## config.mk

```make
export PLATFORM = sky130hd
export DESIGN_NAME = sel_arbiter
export DESIGN_NICKNAME = d
export VERILOG_FILES = /design/src/rtl/sel_arbiter_pkg.sv /design/src/rtl/sel_arbiter_rr_pick.sv /design/src/rtl/sel_arbiter.sv
export SDC_FILE = /design/constraint.sdc
export NUM_CORES = 1
export LEC_CHECK = 0
export ABC_AREA = 0
export CORE_MARGIN = 5
export CORE_UTILIZATION = 29
export DETAILED_ROUTE_END_ITERATION = 10
export PLACE_DENSITY = 0.55
export SLEW_MARGIN = 20
export SYNTH_ARGS = -nofsm -noshare
export SYNTH_HDL_FRONTEND = slang
export SYNTH_SLANG_ARGS = --single-unit
```

## constraint.sdc

```tcl
create_clock -name clk -period 4 [get_ports clk]
set_input_delay 0.8 -clock clk [delete_from_list [all_inputs] [get_ports clk]]
set_output_delay 0.8 -clock clk [all_outputs]
set_load 0.01 [all_outputs]
```

## src/rtl/sel_arbiter_pkg.sv

```systemverilog
// rtl/sel_arbiter_pkg.sv - shared constants and types for the four-port selecting arbiter
package sel_arbiter_pkg;

  localparam int NUM_PORTS = 4;
  localparam int OUT_W     = 5;

  typedef logic [1:0]           src_t;
  typedef logic [NUM_PORTS-1:0] port_vec_t;

endpackage

```

## src/rtl/sel_arbiter_rr_pick.sv

```systemverilog
// rtl/sel_arbiter_rr_pick.sv - combinational winner selection, round-robin or fixed priority
module rr_pick
  import sel_arbiter_pkg::*;
#(
  parameter int FIXED_PRIO = 0
) (
  input  port_vec_t valid_i,
  input  src_t      last_i,
  output port_vec_t grant_o,
  output src_t      idx_o
);

  logic found;

  // Scan starts just after the previous winner; fixed mode always scans from port 0.
  always_comb begin
    grant_o = '0;
    idx_o   = '0;
    found   = 1'b0;
    for (int k = 0; k < NUM_PORTS; k++) begin
      src_t cand;
      cand = (FIXED_PRIO != 0) ? src_t'(k) : src_t'(last_i + src_t'(k + 1));
      if (!found && valid_i[cand]) begin
        found         = 1'b1;
        grant_o[cand] = 1'b1;
        idx_o         = cand;
      end
    end
  end

endmodule

```

## src/rtl/sel_arbiter.sv

```systemverilog
// rtl/sel_arbiter.sv - four-port arbiter merging mixed-width inputs into one registered 5-bit signed stream
module sel_arbiter
  import sel_arbiter_pkg::*;
#(
  parameter int FIXED_PRIO = 0
) (
  input  logic                    clk,
  input  logic                    rst_n,

  input  logic                    in0_valid,
  input  logic [1:0]              in0_data,
  output logic                    in0_ready,

  input  logic                    in1_valid,
  input  logic [3:0]              in1_data,
  output logic                    in1_ready,

  input  logic                    in2_valid,
  input  logic signed [3:0]       in2_data,
  output logic                    in2_ready,

  input  logic                    in3_valid,
  input  logic signed [3:0]       in3_data,
  output logic                    in3_ready,

  output logic                    out_valid,
  input  logic                    out_ready,
  output logic signed [OUT_W-1:0] out_data,
  output logic [1:0]              out_src
);

  port_vec_t                in_valid;
  port_vec_t                grant;
  src_t                     win_idx;
  logic                     can_load;
  logic                     accept;

  logic                     out_valid_q;
  logic signed [OUT_W-1:0]  out_data_q;
  logic signed [OUT_W-1:0]  out_data_d;
  src_t                     out_src_q;
  src_t                     last_q;

  assign in_valid = {in3_valid, in2_valid, in1_valid, in0_valid};

  rr_pick #(
    .FIXED_PRIO (FIXED_PRIO)
  ) u_pick (
    .valid_i (in_valid),
    .last_i  (last_q),
    .grant_o (grant),
    .idx_o   (win_idx)
  );

  // Readies are gated by rst_n so they drop the instant reset asserts.
  assign can_load  = !out_valid_q || out_ready;
  assign accept    = rst_n && can_load && (|in_valid);

  assign in0_ready = accept && grant[0];
  assign in1_ready = accept && grant[1];
  assign in2_ready = accept && grant[2];
  assign in3_ready = accept && grant[3];

  always_comb begin
    out_data_d = '0;
    case (win_idx)
      2'd0:    out_data_d = {3'b000, in0_data};
      2'd1:    out_data_d = {1'b0, in1_data};
      2'd2:    out_data_d = {in2_data[3], in2_data};
      default: out_data_d = {in3_data[3], in3_data};
    endcase
  end

  // last resets to the top index so port 0 is first in line after reset.
  always_ff @(posedge clk or negedge rst_n) begin
    if (!rst_n) begin
      out_valid_q <= 1'b0;
      out_data_q  <= '0;
      out_src_q   <= '0;
      last_q      <= src_t'(NUM_PORTS - 1);
    end else if (accept) begin
      out_valid_q <= 1'b1;
      out_data_q  <= out_data_d;
      out_src_q   <= win_idx;
      last_q      <= win_idx;
    end else if (out_ready) begin
      out_valid_q <= 1'b0;
    end
  end

  assign out_valid = out_valid_q;
  assign out_data  = out_data_q;
  assign out_src   = out_src_q;

endmodule

```

==> results.ini, run 1 <==
[grt]
grt_pass1_vias = 942
overflow = 0
grtUsageTotal_pct = 11.6
antenna_found_initial = 0
grt_first_pass_wirelength_mm = 4.17
grt_start_max_net_pins = 11

[hold_path]
min_path_type = flop to flop
whs_path_depth = 1
min-delay-start = out_src[1]
holdPathEnd = out_src[1]

[synthesis]
synthDistinctLibCells = 33
synth_nets = 130
syn_area_per_cell_um2 = 9.66
synth_warnings = 0
synth_seq_cells = 10
netlist_area_um2 = 976
syn-instance-count = 101
ys_seq_area_share_pct = 25.9

[critical_path]
ff2ff_path_depth = 9
end_kind = output pin
crit_type = input port to output pin
crit_path_max_fanout = 4
r2r_end = out_data[0]
cp.arrival_ps = 3030
required_ps = 3200
crit-reg2reg-launch = last_q[1]
r2r_slack_ps = 1220
startpoint_type = input port

[clock_network]
clockBufferDepth = 2
path_clk_slew_ps = 70
ctsHoldBuffers = 0
cts.htree.levels = 1
clkSinkCount = 10
clkLatencyLatePin_ps = 270
cts_buffers = 3
clockRootBuffer = clkbuf_4
cts_tree = done

[timing]
worstMarginPinSlew_ps = 656
fin_crit_sh_pct = 95.8
max-slew-margin-rel_pct = 56.1
timing.final.ws_setup_ps = 167
rsz0062_at_grt = false
fin_tns_setup_ps = 0
fmax_ghz = 0.261
skew_ps = 5.70
finalCriticalPeriod_ps = 3830
finalHoldViolations = 0
slew_viol_final = 0
finalSetupViolCount = 0

[place]
dp.final_hpwl_mm = 2.01
io_buffers = 32
placed_area_um2 = 1400
dp.cells = 185
dpl_worst_slack_ps = 94.7
gp_routability_congestion = 0.791

[cells_and_area]
diodes = 0
fin_area_um2 = 1440
nets = 174
instances_no_fill = 190
drive_gt1_share_pct = 18.8
syn_to_final_growth_pct = 47.9

[floorplan]
fp.dieArea_um2 = 4630
die_w_um = 68.0
initial_core_util_pct = 29.7
num_io_pins = 33
core_um2 = 3280
fp-row-count = 21
die_h_um = 68.0

[detailed_routing]
wl_per_cell_um = 12.9
drt-total-wl_mm = 2.46
avgViaCountPerCell = 4.77
first_pass_iters = 4
drt_iter0_drc = 82
ant_nets = 0
vias = 907
drcViolationCount = 0

[pwr]
p_per_area_nw_per_um2 = 749
ir_worst_vdd_mv = 0.273
power_leakage_nw = 0.646

[status]
outcome = finished clean

[flow_run]
drv_cap = 0

[logic make-up after synthesis]
kind of cell / count (synthesis) / share of synthesized area [%]
compound gates: 30 / 24.9
fa+ha+maj: 8 / 10.3
buf+inv: 6 / 3.97
flops: 10 / 25.9
mux: 15 / 18.1
simple gates: 32 / 16.9
[worst max-delay path by stage]
stage,startpoint,to,slack (ps),cells past startpoint
floorplan,last_q[0],in0_ready,810,9
global placement,in1_valid,in2_ready,160,7
detailed placement,in1_valid,in2_ready,90,7
CTS,in1_valid,in2_ready,90,7
global route,last_q[1],in3_ready,30,9
finish,in0_valid,in2_ready,170,7
[sequential cells by signal (all words and copies together) (netlist names)]
name	flops
out_data	5
out_src	2
out_valid	1
last_q	2
[what timing repair did]
item	in CTS	in global routing
setup buffers	0	1
setup endpoints to repair	0	3
gates resized for setup	0	1
[stage by stage]
stage                     total power, mW  util, %  hold WS [ps]
final                                1.08     44.0           494
after CTS                            1.08     43.7           500
after floorplan                     0.749        -           504
after global routing                 1.18     44.0           529
after detailed placement            0.988     42.6           482
after global placement              0.972     42.6           477
[cell usage in the layout (no fill, tap or decap), types with 2 or more instances in the layout]
cell type        netlist  final
a21boi_1               2      2
inv_1                  2      2
dfstp_2                2      2
clkbuf_4               0      3
or2_1                  2      2
nand2_1               19     19
ha_1                   8      8
nor2_1                 5      5
o221ai_1               3      3
o21ai_0                4      4
buf_4                  0     11
clkdlybuf4s50_1        0     31
a21oi_1                5      5
dfrtp_1                8      8
mux2i_1               12     12
a31oi_1                2      2
o21a_1                 2      2
a22oi_1                4      4
mux4_2                 2      2
nand2b_1               2      2
[metal layers]
layer | part of all wire [%] | vias to the layer above | global-route usage (%)
met2 | 46 | 32 | 19.6
met4 | 0 | 0 | 3.72
met3 | 8.5 | 0 | 2.96
li1 | - | 461 | -
met1 | 45 | 414 | 14.2
met5 | 0 | - | 0
[critical path, cell delays in order]
cell and delay, ps:
clkdlybuf4s50_1 450, mux4_2 540, a211oi_2 260, o211a_1 230, nand2_1 60, a21oi_1 140
clkdlybuf4s50_1 550
[power by group]
part	switching (mW)	internal, mW
combinational	0.397	0.414
clock	0.0357	0.0553
sequential	0.0246	0.154
total	0.457	0.624
[synthesized netlist by cell type (all sizes together)]
| cell type | n | area [µm²] |
|---|---|---|
| o21ai | 4 | 20.0 |
| o31ai | 1 | 7.51 |
| clkbuf | 2 | 8.75 |
| nor2 | 5 | 18.8 |
| mux2i | 12 | 120 |
| o21ba | 1 | 10.0 |
| a21boi | 2 | 15.0 |
| nor3 | 1 | 16.3 |
| mux4 | 2 | 45.0 |
| dfstp | 2 | 52.6 |
| o211a | 1 | 10.0 |
| a21oi | 6 | 33.8 |
| ha | 8 | 100 |
| a221oi | 1 | 15.0 |
| mux2 | 1 | 11.3 |
| inv | 2 | 7.51 |
| o21a | 2 | 15.0 |
| o41ai | 1 | 8.76 |
| dfrtp | 8 | 200 |
| o221ai | 3 | 26.3 |
| a2bb2oi | 1 | 26.3 |
| or2 | 2 | 12.5 |
| nand2b | 3 | 26.3 |
| a211oi | 1 | 12.5 |
| a31oi | 2 | 12.5 |
| nor2b | 2 | 20.0 |
| a22oi | 4 | 30.0 |
| buf | 2 | 22.5 |
| nand2 | 19 | 71.3 |
[final cells by class]
type	count	area [µm²]
Inverter	2	7.51
Tap cell	46	57.6
Multi-Input combinational cell	85	684
Clock buffer	4	36.3
Timing Repair Buffer	43	405
Sequential cell	10	253
Fill cell	335	1840
No activity file was read; power rests on OpenSTA's default activity.
==> inputs of run 2 (changes only) <==
--- a/config.mk
+++ b/config.mk
@@ -9,8 +9,9 @@
 export CORE_MARGIN = 5
 export CORE_UTILIZATION = 29
 export DETAILED_ROUTE_END_ITERATION = 10
+export MAX_ROUTING_LAYER = met4
 export PLACE_DENSITY = 0.55
-export SLEW_MARGIN = 20
+export SLEW_MARGIN = 10
 export SYNTH_ARGS = -nofsm -noshare
 export SYNTH_HDL_FRONTEND = slang
 export SYNTH_SLANG_ARGS = --single-unit
==> constraint.sdc (replaced) <==
create_clock -name clk -period 4 [get_ports clk]
set_input_delay 0.4 -clock clk [delete_from_list [all_inputs] [get_ports clk]]
set_output_delay 0.4 -clock clk [all_outputs]
set_load 0.01 [all_outputs]
==> run 2 against run 1 <==
  * Sequential power up 19%
  * Combinational power down 11%
  * Utilization down 2.5 points
  * Final cell count down 5.8%
  * First-iteration DRC count down 65%
  * Worst hold slack worse by 14 ps
  * Clock skew down 4.2 ps
  * Maximum frequency up 1.5%
  * Sequential share of layout area up 1.1 points
  * Largest cell class unchanged
==> results.ini, run 2 (synthesis results as in run 1) <==
[clock_network]
clockRootBuffer = clkbuf_4
cts_buffers = 3
clkLatencyLatePin_ps = 260
clkSinkCount = 10
ctsHoldBuffers = 0
postCtsSetupBuffers = 0
path_clk_slew_ps = 70
cts_tree = done
cts.htree.levels = 1
clockBufferDepth = 2
ctsResizeCount = 0

[detailed_routing]
drt-total-wl_mm = 2.31
drt_iter0_drc = 29
drcViolationCount = 0
first_pass_iters = 4
avgViaCountPerCell = 4.89
wl_per_cell_um = 12.9
vias = 875
ant_nets = 0

[floorplan]
fp-row-count = 21
fp.dieArea_um2 = 4630
core_um2 = 3280
die_h_um = 68.0
initial_core_util_pct = 29.7
num_io_pins = 33
die_w_um = 68.0

[cells_and_area]
syn_to_final_growth_pct = 39.5
nets = 163
largest_reg_flops = 5
fin_area_um2 = 1360
layout_common_cells = clkdlybuf4s50_1 (32), nand2_1 (19), mux2i_1 (12)
final_common_cell = clkdlybuf4s50_1
drive_gt1_share_pct = 12.8
instances_no_fill = 179
diodes = 0

[timing]
fin_crit_sh_pct = 94.4
finalCriticalPeriod_ps = 3770
max-slew-margin-rel_pct = 59.6
worstMarginPinSlew_ps = 605
finalHoldViolations = 0
slew_viol_final = 0
fin_tns_setup_ps = 0
finalSetupViolCount = 0
fin_hold_ws_ps = 481
fmax_ghz = 0.265
skew_ps = 1.53
rsz0062_at_grt = false

[critical_path]
crit_top_cell = nand2_1
slowest_stage = dfstp_2
crit_path_max_fanout = 11
required_ps = 3600
cp.arrival_ps = 3370
crit_type = flop to output pin
cp.depth = 9
cp_top_family = buffers and inverters
critPathBufInv = 2
end_kind = output pin
max_stage_delay_ps = 690
ff2ff_path_depth = 8
crit_path_cell_trace = inv_1 -> ha_2 -> mux2i_1 -> nand2_1 -> a211oi_2 -> o211a_1 -> nand2_1 -> a21oi_1 -> clkdlybuf4s50_1
startpoint_type = flop

[grt]
grtUsageTotal_pct = 11.1
grt_first_pass_wirelength_mm = 3.86
grt_start_max_net_pins = 13
antenna_found_initial = 0
grt_pass1_vias = 863
overflow = 0

[pwr]
combPwrFrac_pct = 70.5
p_sw_share_pct = 42.9
p_per_area_nw_per_um2 = 754
power.switching_mw = 0.440
design_power_total_mw = 1.03
p_int_mw = 0.586
seqPwrFrac_pct = 20.7
ir_worst_vdd_mv = 0.275
power_leakage_nw = 0.582
clkPwrFrac_pct = 8.8

[flow_run]
drv_cap = 0

[hold_path]
min_path_type = input port to async pin

[status]
outcome = finished clean

[place]
gp_routability_congestion = 0.881
dp.final_hpwl_mm = 1.85
dp.cells = 175
placed_area_um2 = 1320
io_buffers = 32

## run 2: final timing paths
path                              from  slack [ps]           to
setup reg to reg             last_q[0]        1080  out_data[1]
hold reg to reg            out_data[4]         490  out_data[4]
setup / recovery             last_q[0]         230    in0_ready
hold / removal                   rst_n         480  out_data[2]
min in group clk           out_data[4]         490  out_data[4]
max in group asynchronous        rst_n        3160    last_q[0]
## run 2: worst reg2reg max path: stages (launching register included)
cell       delay [ps]
dfstp_2           690
inv_1             220
ha_2              460
mux4_2            350
nor2b_4           180
nor3_4            210
a2bb2oi_4         330
mux2i_1           230
o221ai_1          130
## run 2: cell type report
type | count | area, µm²
well taps | 46 | 57.6
flip-flops and latches | 10 | 253
multi-input cells | 85 | 687
clock buffers | 4 | 36.3
inverters | 2 | 7.51
fillers | 344 | 1920
repair buffers | 32 | 320
## run 2: metal layers
metal	up-vias	part of all wire [%]	GRT usage, %
met5	-	0	-
met4	0	0	3.23
met3	0	6.9	2.79
met2	32	47	17.3
met1	408	46	14.1
li1	435	-	-
## run 2: power by group through the flow
stage	Clock, mW	Combinational, mW	Sequential [mW]
floorplan	0	0.538	0.211
global placement	0	0.722	0.214
detailed placement	0	0.722	0.215
CTS	0.0955	0.725	0.214
global route	0.0990	0.792	0.221
finish	0.0898	0.724	0.213
## run 2: metrics by stage
stage | utilization [%] | worst slack (ps)
6_report | 41.4 | 225
5_1_grt | 41.4 | 33.1
4_1_cts | 41.4 | 179
3_5_place_dp | 40.3 | 484
3_3_place_gp | 40.3 | 554
2_1_floorplan | - | 1210
==> inputs of run 3 (changes only) <==
--- a/config.mk
+++ b/config.mk
@@ -5,7 +5,7 @@
 export SDC_FILE = /design/constraint.sdc
 export NUM_CORES = 1
 export LEC_CHECK = 0
-export ABC_AREA = 0
+export CAP_MARGIN = 20
 export CORE_MARGIN = 5
 export CORE_UTILIZATION = 29
 export DETAILED_ROUTE_END_ITERATION = 10
==> results of run 3 <==
No change in the layout: final DEF, timing and power equal those of run 2.
